### config.mk
export PLATFORM = sky130hd
export DESIGN_NAME = fft_seq_ctrl
export DESIGN_NICKNAME = d
export VERILOG_FILES = /design/src/rtl/fft_ctrl_pkg.sv /design/src/rtl/fft_seq_ctrl_tw_addr.sv /design/src/rtl/fft_seq_ctrl.sv
export SDC_FILE = /design/constraint.sdc
export NUM_CORES = 1
export LEC_CHECK = 0
export ABC_CLOCK_PERIOD_IN_PS = 2000
export CORE_ASPECT_RATIO = 2
export CORE_MARGIN = 2
export CORE_UTILIZATION = 41
export DETAILED_ROUTE_END_ITERATION = 10
export PLACE_DENSITY_LB_ADDON = 0.12
export SLEW_MARGIN = 5
export SYNTH_ARGS = -nofsm -noshare
export SYNTH_HDL_FRONTEND = slang
export SYNTH_SLANG_ARGS = --single-unit
### constraint.sdc
create_clock -name clk -period 2 [get_ports clk]
set_input_delay 0.5 -clock clk [delete_from_list [all_inputs] [get_ports clk]]
set_output_delay 0.5 -clock clk [all_outputs]
set_load 0.005 [all_outputs]
### src/rtl/fft_ctrl_pkg.sv
`default_nettype none
// +----------------------------------------------------------------------------+
// | fft_ctrl_pkg                                                               |
// | Shared types and latency helpers for the radix-2^2 SDF FFT sequencer.      |
// | Revision: 1.0                                                              |
// +----------------------------------------------------------------------------+
package fft_ctrl_pkg;

    typedef enum logic [1:0] {
        ST_IDLE  = 2'd0,
        ST_RUN   = 2'd1,
        ST_FLUSH = 2'd2
    } state_t;

    localparam int c_FRAME_CNT_W = 16;
    localparam int c_MAX_POINTS  = 256;

    function automatic int cnt_width(input int n);
        return $clog2(n);
    endfunction

    function automatic int num_stages(input int n);
        return $clog2(n) / 2;
    endfunction

    function automatic int bfi_lat(input int n, input int reg_lat, input int s);
        return (n >> (2 * s + 1)) + reg_lat;
    endfunction

    function automatic int bfii_lat(input int n, input int reg_lat, input int s);
        return (n >> (2 * s + 2)) + reg_lat;
    endfunction

    function automatic int stage_off(input int n, input int reg_lat, input int tfm_lat, input int s);
        int d = 0;
        for (int i = 0; i < s; i++) begin
            d += bfi_lat(n, reg_lat, i) + bfii_lat(n, reg_lat, i) + tfm_lat;
        end
        return d;
    endfunction

    function automatic int pipe_lat(input int n, input int reg_lat, input int tfm_lat);
        int last = num_stages(n) - 1;
        return stage_off(n, reg_lat, tfm_lat, last) + bfi_lat(n, reg_lat, last)
             + bfii_lat(n, reg_lat, last);
    endfunction

endpackage
`default_nettype wire

### src/rtl/fft_seq_ctrl_tw_addr.sv
`default_nettype none
// +----------------------------------------------------------------------------+
// | fft_tw_addr_gen                                                            |
// | Twiddle rom address for one stage: (bitrev(t[m-1:m-2]) * t[m-3:0]) << 2s.  |
// | Revision: 1.0                                                              |
// +----------------------------------------------------------------------------+
module fft_tw_addr_gen #(
    parameter int T_WIDTH    = 4,
    parameter int SHIFT      = 0,
    parameter int ADDR_WIDTH = 9
) (
    input  logic [T_WIDTH-1:0]    t,
    output logic [ADDR_WIDTH-1:0] addr
);

    logic [1:0]         w_n;
    logic [T_WIDTH-3:0] w_k;
    logic [T_WIDTH-1:0] w_prod;

    assign w_n    = {t[T_WIDTH-2], t[T_WIDTH-1]};
    assign w_k    = t[T_WIDTH-3:0];
    // 3 * (2^(m-2) - 1) always fits in m bits
    assign w_prod = T_WIDTH'(w_n) * T_WIDTH'(w_k);
    assign addr   = ADDR_WIDTH'(w_prod) << SHIFT;

endmodule
`default_nettype wire

### src/rtl/fft_seq_ctrl.sv
`default_nettype none
// +----------------------------------------------------------------------------+
// | fft_seq_ctrl                                                               |
// | Sequencer for the radix-2^2 SDF FFT: handshakes, stage control, twiddle    |
// | addressing, output framing and drain. Optional FFT_SEQ_FRAME_CNT_EN adds   |
// | a completed-frame counter on frame_cnt.                                    |
// | Revision: 1.0                                                              |
// +----------------------------------------------------------------------------+
module fft_seq_ctrl
    import fft_ctrl_pkg::*;
#(
    parameter int N_POINTS   = 16,
    parameter int ADDR_WIDTH = 9,
    parameter int REG_LAT    = 1,
    parameter int TFM_LAT    = 2,
    localparam int c_S       = num_stages(N_POINTS)
) (
    input  logic                      clk,
    input  logic                      rst,
    input  logic                      in_valid,
    input  logic                      in_last,
    output logic                      in_ready,
    input  logic                      out_ready,
    output logic                      dp_en,
    output logic [c_S-1:0]            bfi_ctrl,
    output logic [c_S-1:0]            bfii_ctrl1,
    output logic [c_S-1:0]            bfii_ctrl2,
    output logic [c_S-1:0]            tw_rd_en,
    output logic [c_S*ADDR_WIDTH-1:0] tw_addr,
    output logic                      out_valid,
    output logic                      out_sop,
    output logic                      out_eop,
    output logic                      busy,
    output logic [c_FRAME_CNT_W-1:0]  frame_cnt
);

    localparam int c_L        = cnt_width(N_POINTS);
    localparam int c_PIPE_LAT = pipe_lat(N_POINTS, REG_LAT, TFM_LAT);
    localparam int c_DW       = $clog2(c_PIPE_LAT + 1);

    state_t          r_state, w_state_nxt;
    logic [c_L-1:0]  r_cnt, r_ocnt;
    logic [c_DW-1:0] r_fill, r_drain;
    logic            w_accept, w_dp_en, w_flush_done, w_ctrl_on, w_out_valid;

    assign in_ready = out_ready && (r_state != ST_FLUSH);

    always_comb begin
        w_accept     = in_valid && in_ready;
        w_dp_en      = (r_state == ST_FLUSH) ? out_ready : w_accept;
        w_flush_done = (r_state == ST_FLUSH) && out_ready
                    && (r_drain == c_DW'(c_PIPE_LAT - 1));
        w_state_nxt  = r_state;
        case (r_state)
            ST_IDLE, ST_RUN: if (w_accept) w_state_nxt = in_last ? ST_FLUSH : ST_RUN;
            ST_FLUSH:        if (w_flush_done) w_state_nxt = ST_IDLE;
            default:         w_state_nxt = ST_IDLE;
        endcase
    end

    always_ff @(posedge clk or negedge rst) begin
        if (!rst) begin
            r_state <= ST_IDLE;
            r_cnt   <= '0;
            r_ocnt  <= '0;
            r_fill  <= '0;
            r_drain <= '0;
        end else begin
            r_state <= w_state_nxt;
            // A finished drain realigns every counter so the next run starts on a frame boundary
            if (w_flush_done) begin
                r_cnt   <= '0;
                r_ocnt  <= '0;
                r_fill  <= '0;
                r_drain <= '0;
            end else begin
                if (w_dp_en)     r_cnt  <= r_cnt + 1'b1;
                if (w_out_valid) r_ocnt <= r_ocnt + 1'b1;
                if (r_state == ST_IDLE)
                    r_fill <= w_dp_en ? c_DW'(1) : '0;
                else if (w_dp_en && (r_fill != c_DW'(c_PIPE_LAT)))
                    r_fill <= r_fill + 1'b1;
                if ((r_state == ST_FLUSH) && w_dp_en) r_drain <= r_drain + 1'b1;
            end
        end
    end

    assign dp_en       = w_dp_en;
    assign busy        = (r_state != ST_IDLE);
    assign w_out_valid = w_dp_en && (r_fill == c_DW'(c_PIPE_LAT));
    assign out_valid   = w_out_valid;
    assign out_sop     = w_out_valid && (r_ocnt == '0);
    assign out_eop     = w_out_valid && (r_ocnt == c_L'(N_POINTS - 1));
    // Control outputs only matter while advancing; holding them low when idle keeps reset quiet
    assign w_ctrl_on   = busy || w_dp_en;

    for (genvar s = 0; s < c_S; s++) begin : g_stage
        localparam int c_OFF_C  = stage_off(N_POINTS, REG_LAT, TFM_LAT, s) % N_POINTS;
        localparam int c_OFF_C2 = (stage_off(N_POINTS, REG_LAT, TFM_LAT, s)
                                 + bfi_lat(N_POINTS, REG_LAT, s)) % N_POINTS;

        assign bfi_ctrl[s]   = w_ctrl_on & 1'((r_cnt - c_L'(c_OFF_C))  >> (c_L - 1 - 2 * s));
        assign bfii_ctrl1[s] = w_ctrl_on & 1'((r_cnt - c_L'(c_OFF_C2)) >> (c_L - 1 - 2 * s));
        assign bfii_ctrl2[s] = w_ctrl_on & 1'((r_cnt - c_L'(c_OFF_C2)) >> (c_L - 2 - 2 * s));

        if (s < c_S - 1) begin : g_tw
            localparam int c_OFF_T = (stage_off(N_POINTS, REG_LAT, TFM_LAT, s)
                                    + bfi_lat(N_POINTS, REG_LAT, s)
                                    + bfii_lat(N_POINTS, REG_LAT, s)) % N_POINTS;
            localparam int c_M     = c_L - 2 * s;
            logic [ADDR_WIDTH-1:0] w_addr;

            fft_tw_addr_gen #(
                .T_WIDTH    (c_M),
                .SHIFT      (2 * s),
                .ADDR_WIDTH (ADDR_WIDTH)
            ) u_tw_addr (
                .t    (c_M'(r_cnt - c_L'(c_OFF_T))),
                .addr (w_addr)
            );

            assign tw_rd_en[s]                         = w_dp_en;
            assign tw_addr[s*ADDR_WIDTH +: ADDR_WIDTH] = w_ctrl_on ? w_addr : '0;
        end else begin : g_no_tw
            assign tw_rd_en[s]                         = 1'b0;
            assign tw_addr[s*ADDR_WIDTH +: ADDR_WIDTH] = '0;
        end
    end

`ifdef FFT_SEQ_FRAME_CNT_EN
    logic [c_FRAME_CNT_W-1:0] r_frame_cnt;

    always_ff @(posedge clk or negedge rst) begin
        if (!rst)         r_frame_cnt <= '0;
        else if (out_eop) r_frame_cnt <= r_frame_cnt + 1'b1;
    end

    assign frame_cnt = r_frame_cnt;
`else
    assign frame_cnt = '0;
`endif

endmodule
`default_nettype wire

==> results of run 1 <==
cells in the mapped netlist, types with 2 or more instances:
cell type	count	share of area (%)
a21oi_1	7	2.2
nor2_1	15	3.5
buf_2	2	0.63
a22o_1	2	1.1
inv_1	11	2.6
mux2_2	2	1.4
o21bai_1	2	0.94
clkbuf_1	2	0.47
xnor2_1	6	3.3
nand3_1	4	1.3
xor2_1	4	2.2
nor2b_1	7	2.7
o21ai_0	4	1.3
nand2_1	10	2.4
nand4b_1	2	1.1
nand4_1	2	0.78
and2_1	2	0.78
nor3_1	2	0.63
or3_1	3	1.2
ha_1	14	11
buf_4	33	16
dfrtp_1	20	31
mux2i_1	2	1.3
o31ai_1	2	0.94
stage by stage:
stage               area (um2)  worst slack, ps  hold slack [ps]
global route              2200             -399              559
finish                    2200             -348              539
detailed placement        1940             -612              530
global placement          1940             -525              517
CTS                       2180             -348              547
floorplan                 1710             16.5              204
cells by family (layout without fill, tap and decap cells):
logic type / count (synthesis) / after routing / share of synthesized area, %
AOI/OAI and AO/OA: 26 / 26 / 11.9
and+or+nand+nor: 53 / 53 / 17.4
adders and majority gates: 14 / 14 / 11.0
buffers and inverters: 49 / 85 / 19.9
DFF: 20 / 20 / 31.4
muxes: 4 / 4 / 2.67
xor gates and xnor gates: 10 / 10 / 5.49
other: 1 / 31 / 0.235
power breakdown:
part | internal [mW] | leakage (nW) | switching, mW
sequential | 0.541 | 0.248 | 0.132
combinational | 1.01 | 0.821 | 0.783
clock | 0.134 | 0.0216 | 0.132
registers in the layout, indices dropped and copies added (netlist names):
signal	flops
r_drain	5
r_fill	5
r_cnt	4
r_ocnt	4
r_state	2
cell type report:
cell class | count | area [um2] | area share (%)
flip-flops and latches | 20 | 502 | 22.8
clock buffers | 3 | 41.3 | 1.88
inverters | 11 | 41.3 | 1.88
multi-input cells | 138 | 1010 | 45.9
repair buffers | 71 | 542 | 24.6
well taps | 51 | 63.8 | 2.90
metal layers:
metal | global-route usage, % | vias to the layer above | share of wire (%)
met1 | 20.4 | 658 | 36
li1 | - | 667 | -
met3 | 1.77 | 7 | 2.6
met2 | 35.0 | 37 | 59
met5 | 0 | - | 0
met4 | 7.66 | 0 | 2.0
what timing repair did:
item                                    CTS  global route
resized for setup                        86            19
hold endpoints to repair                  0             0
buffers inserted                         16             4
hold buffers                              0             0
endpoints found under the setup margin   17            16
pin swaps                                 9             2
gates cloned                              1             0
path summary, 6_finish.rpt:
path | from | end | slack, ps | cells past startpoint
worst min-delay path | r_drain[1]$_DFFE_PN0P_ | r_drain[1]$_DFFE_PN0P_ | 540 | 1
worst max-delay path | r_cnt[1]$_DFFE_PN0P_ | tw_addr[2] | -350 | 7
worst min register to register | r_drain[1]$_DFFE_PN0P_ | r_drain[1]$_DFFE_PN0P_ | 540 | 1
min in group asynchronous | rst | r_ocnt[2]$_DFFE_PN0P_ | 580 | 2
worst max register to register | r_fill[1]$_DFFE_PN0P_ | r_ocnt[3]$_DFFE_PN0P_ | 100 | 9
max in group asynchronous | rst | r_cnt[1]$_DFFE_PN0P_ | 1180 | 2
==> key figures, run 1 <==
Status
  – Status: finished with violations
  – Failing checks: setup timing

Drt
  – Routed Antenna Nets: 0
  – DR vias/cell: 4.66
  – 1st-iter DRT viols: 18
  – DRT Pass-1 Iters: 4
  – Vias after detailed routing: roughly 1400
  – WL per Instance: 13.4 um
  – DRC viols: 0
  – Total Wirelength: 3.95 mm

Power
  – Total chip power: around 2.7 mW
  – VDD IR max: 0.789 mV
  – Pwr dens: roughly 1200 nW/um2
  – Leak pwr: 1.09 nW

Layout
  – Fillers: 363
  – Most frequent cells in the layout: buf_4, conb_1, dfrtp_1
  – Post-Layout Cell Count: 294
  – Layout cells sized above 1: 39.1%
  – Commonest non-fill, non-tap cell in the layout: buf_4
  – Final nets: approximately 260
  – P&R area growth vs syn: 38.0%
  – N_diodes: 0
  – Finished Core Util: between 50% and 60%

Setup path
  – Crit start category: register
  – Critical Path AT: 1850 ps
  – CP Max Fanout: 4
  – Slowest CP cell: dfrtp_2
  – Worst EP required: 1500 ps
  – Bufs and invs on worst path: 1
  – Top cell by count, worst path: ha_4
  – CP Class: register to output port
  – Critical Path End Type: output port
  – Crit-path cells: ha_4, xor2_1, and2_4, ha_4, ha_4, nor2b_4, buf_2
  – Top delay family on crit path: adder cells
  – Max stage delay on crit path: 450 ps

Synthesis
  – Area of the mapped netlist: about 1600 um2
  – Synth Instances: 177
  – Synthesized flop and latch total: 20
  – Synth Flop Type: dfrtp_1
  – YS warnings: 0
  – Number of synthesized flops with an enable pin: 0
  – Fraction of registers with async set/reset: 100%
  – Syn Area/Cell: 9.01 um2
  – Register area share after synthesis: 31.4%
  – Cell variety after synth: between 40 and 50

Timing
  – Fin crit share: 117%
  – Final-report hold violation count: 0
  – Setup TNS: -1580 ps
  – Setup-failing EPs final: 12
  – Pins over their slew limit: 0
  – Clock Skew: 9.32 ps
  – RSZ-0062 raised after global routing: true
  – Fmax: 426 MHz
  – Final Worst Setup Slack: -348 ps
  – Min Clock Period, post-route: 2350 ps

Die
  – Rows: 32
  – Io pins: 53
  – Die H: 92.2 um
  – Die area: 4430 um2
  – Initial Util: about two fifths
  – Core ar.: 3800 um2
  – Die W: 48.1 um

Clocking
  – Worst skew pair latency: 260 ps
  – CTS tree: done
  – CTS H-tree depth: 1
  – Root buffer cell: clkbuf_8
  – CTS Sinks: 20
  – Clk slew on worst S/H paths: 70 ps
  – CTS Buffer Depth: 2
  – CTS Buf Count: 3

GRT
  – Antenna violations before repair: 0
  – Total gr overflow: 0
  – Pin count of the biggest net entering global routing: 21
  – Global-route wire length before repair: 6.09 mm
  – Vias in the first global route: 1364
  – GRT Resource Usage Total: 19.2%

Min path
  – Min-Delay Path Class: register to register

Placed design
  – Port Buffer Count: 21
  – GPL Wtd Cong: 0.821
  – Placed insts: between 200 and 300
  – Hpwl dp: approximately 2.7 mm

Flow run
  – Max-cap check violation count: 0
(Power assumes the default switching activity.)
==> run 2, diff against run 1 <==
GPL_ROUTABILITY_DRIVEN = 0   (was unset)
==> results of run 2 <==
No change in the layout: final DEF, timing and power equal those of run 1.
==> run 3, diff against run 2 <==
TNS_END_PERCENT = 10   (was unset)
==> run 3 against run 2 <==
  * The flow still finishes with violations (setup timing)
  * Largest power group unchanged
  * Largest cell class unchanged
  * Sequential cell count is the same
  * Register-to-register slack better by 110 ps
  * Sequential share of layout area rose by 1.5 points
  * Routed wire length fell by 13%
  * Critical path type unchanged
  * First-iteration DRC count up 5.6%
==> key figures, run 3 (same netlist as run 1, synthesis figures left out) <==
Drt
  – DRT Pass-1 Iters: 4 (unchanged)
  – Vias after detailed routing: 1272 (-7.1%)
  – DRC viols: 0 (unchanged)
  – Routed Antenna Nets: 0 (unchanged)
  – DR vias/cell: 4.54 (-2.4%)
  – 1st-iter DRT viols: 19 (+1)
  – Total Wirelength: 3.45 mm (-13%)
  – WL per Instance: 12.3 um (-8.3%)

Layout
  – Layout cells sized above 1: 30.1% (-9.0 points)
  – Final Cell Area: 2060 um2 (-6.5%)
  – P&R area growth vs syn: 29.0%
  – Top Registers: r_drain (5), r_fill (5)
  – N_diodes: 0 (unchanged)
  – Commonest non-fill, non-tap cell in the layout: buf_4
  – Post-Layout Cell Count: 280 (-4.8%)
  – Fillers: 384 (+5.8%)
  – Final nets: 250 (-5.3%)
  – Most frequent cells in the layout: buf_4, conb_1, dfrtp_1

Power
  – Leak pwr: 1.03 nW (-5.2%)
  – Pwr dens: 1180 nW/um2 (-5.1%)
  – VDD IR max: 0.686 mV (-13%)
  – Total chip power: 2.42 mW (-11%)

Setup path
  – Bufs and invs on worst path: 1 (unchanged)
  – Worst EP required: 1500 ps (about the same)
  – CP Max Fanout: 4 (unchanged)
  – Top cell by count, worst path: ha_4
  – Critical Path AT: 1840 ps (about the same)
  – Crit-path cells: ha_2, xor2_1, and2_4, ha_4, ha_4, nor2b_4, buf_2
  – Top delay family on crit path: adder cells
  – Critical Path End Type: output port
  – CP Class: register to output port
  – Slowest CP cell: dfrtp_1
  – Crit start category: register
  – Max stage delay on crit path: 430 ps (-20 ps)

Die
  – Die H: 92.2 um (unchanged)
  – Rows: 32 (unchanged)
  – Die W: 48.1 um (unchanged)
  – Initial Util: 41.9% (unchanged)
  – Die area: 4430 um2 (unchanged)
  – Io pins: 53 (unchanged)
  – Core ar.: 3800 um2 (unchanged)

Placed design
  – Hpwl dp: 2.72 mm (unchanged)
  – Placed insts: 273 (unchanged)
  – Port Buffer Count: 21 (unchanged)
  – Area after DPL: 1940 um2 (unchanged)

GRT
  – Vias in the first global route: 1269 (-7.0%)
  – Total gr overflow: 0 (unchanged)
  – Global-route wire length before repair: 5.53 mm (-9.3%)
  – GRT Resource Usage Total: 17.3% (-1.9 points)
  – Pin count of the biggest net entering global routing: 21 (unchanged)
  – Antenna violations before repair: 0 (unchanged)

Timing
  – Clock Skew: 7.60 ps (-1.72 ps)
  – Hold slack: 539 ps (+0.0870 ps)
  – Fmax: 427 MHz (+0.27%)
  – Min Clock Period, post-route: 2340 ps (-6.34 ps)
  – Setup TNS: -1140 ps (+434 ps)
  – Final-report hold violation count: 0 (unchanged)
  – RSZ-0062 raised after global routing: true
  – Setup-failing EPs final: 8 (-4)
  – Final Worst Setup Slack: -342 ps (+6.34 ps)
  – Fin crit share: 117% (-0.32 points)
  – Pins over their slew limit: 0 (unchanged)

Min path
  – Min-Delay Path Class: register to register

Flow run
  – Max-cap check violation count: 0 (unchanged)

Clocking
  – CTS Buf Count: 3 (unchanged)
  – Clk slew on worst S/H paths: 70 ps (about the same)
  – CTS Buffer Depth: 2 (unchanged)
  – CTS Sinks: 20 (unchanged)
  – Root buffer cell: clkbuf_8
  – CTS tree: done
  – CTS H-tree depth: 1 (unchanged)
  – Worst skew pair latency: 260 ps (about the same)

Status
  – Status: finished with violations
  – Failing checks: setup timing
run 3: worst reg2reg max path: cells and delay by family, from the launching register on:
family | cells | cell delay [ps]
simple gates | 2 | 640
flops | 1 | 400
buf+inv | 3 | 340
compound gates | 2 | 230
fa+ha+maj | 1 | 120
run 3: routing by layer:
metal / GRT usage (%) / share of wire, % / up-vias
li1: - / - / 635
met1: 18.6 / 37 / 601
met2: 31.3 / 58 / 29
met3: 1.38 / 2.4 / 7
met4: 6.98 / 2.3 / 0
met5: 0 / 0 / -
run 3: cell type report:
cell class | instances | area (um2) | area share, %
sequential | 20 | 500 | 24.3
tap | 51 | 63.8 | 3.10
clock buffer | 3 | 41.3 | 2.01
multi-input combinational | 138 | 961 | 46.7
inverter | 11 | 41.3 | 2.01
timing repair buffer | 57 | 448 | 21.8
run 3: final timing paths:
| check | start | endpoint | slack, ps | depth (start not counted) |
|---|---|---|---|---|
| worst max register to register | r_fill[1]$_DFFE_PN0P_ | r_ocnt[3]$_DFFE_PN0P_ | 210 | 8 |
| worst min register to register | r_drain[1]$_DFFE_PN0P_ | r_drain[1]$_DFFE_PN0P_ | 540 | 1 |
| worst max-delay path | r_cnt[1]$_DFFE_PN0P_ | tw_addr[2] | -340 | 7 |
| min in group asynchronous | rst | r_ocnt[2]$_DFFE_PN0P_ | 580 | 2 |
| worst min-delay path | r_drain[1]$_DFFE_PN0P_ | r_drain[1]$_DFFE_PN0P_ | 540 | 1 |
| max in group asynchronous | rst | r_cnt[3]$_DFFE_PN0P_ | 1200 | 2 |
run 3: per-stage QoR:
stage	utilization (%)	worst slack, ps
after floorplan	-	16.5
after global placement	51.1	-525
after detailed placement	51.1	-612
after CTS	54.1	-348
after global routing	54.0	-404
final	54.0	-342
run 3: timing repair:
item / 4_1_cts / 5_1_grt
hold buffers: 0 / 0
endpoints found under the setup margin: 17 / 16
pin swaps: 8 / 0
gates cloned: 0 / 0
setup buffers: 4 / 0
resized for setup: 61 / 7
run 3: power breakdown:
group | switching, mW | internal [mW] | total, mW
Sequential | 0.121 | 0.539 | 0.660
Combinational | 0.661 | 0.838 | 1.50
Clock | 0.131 | 0.134 | 0.266
Total | 0.913 | 1.51 | 2.42
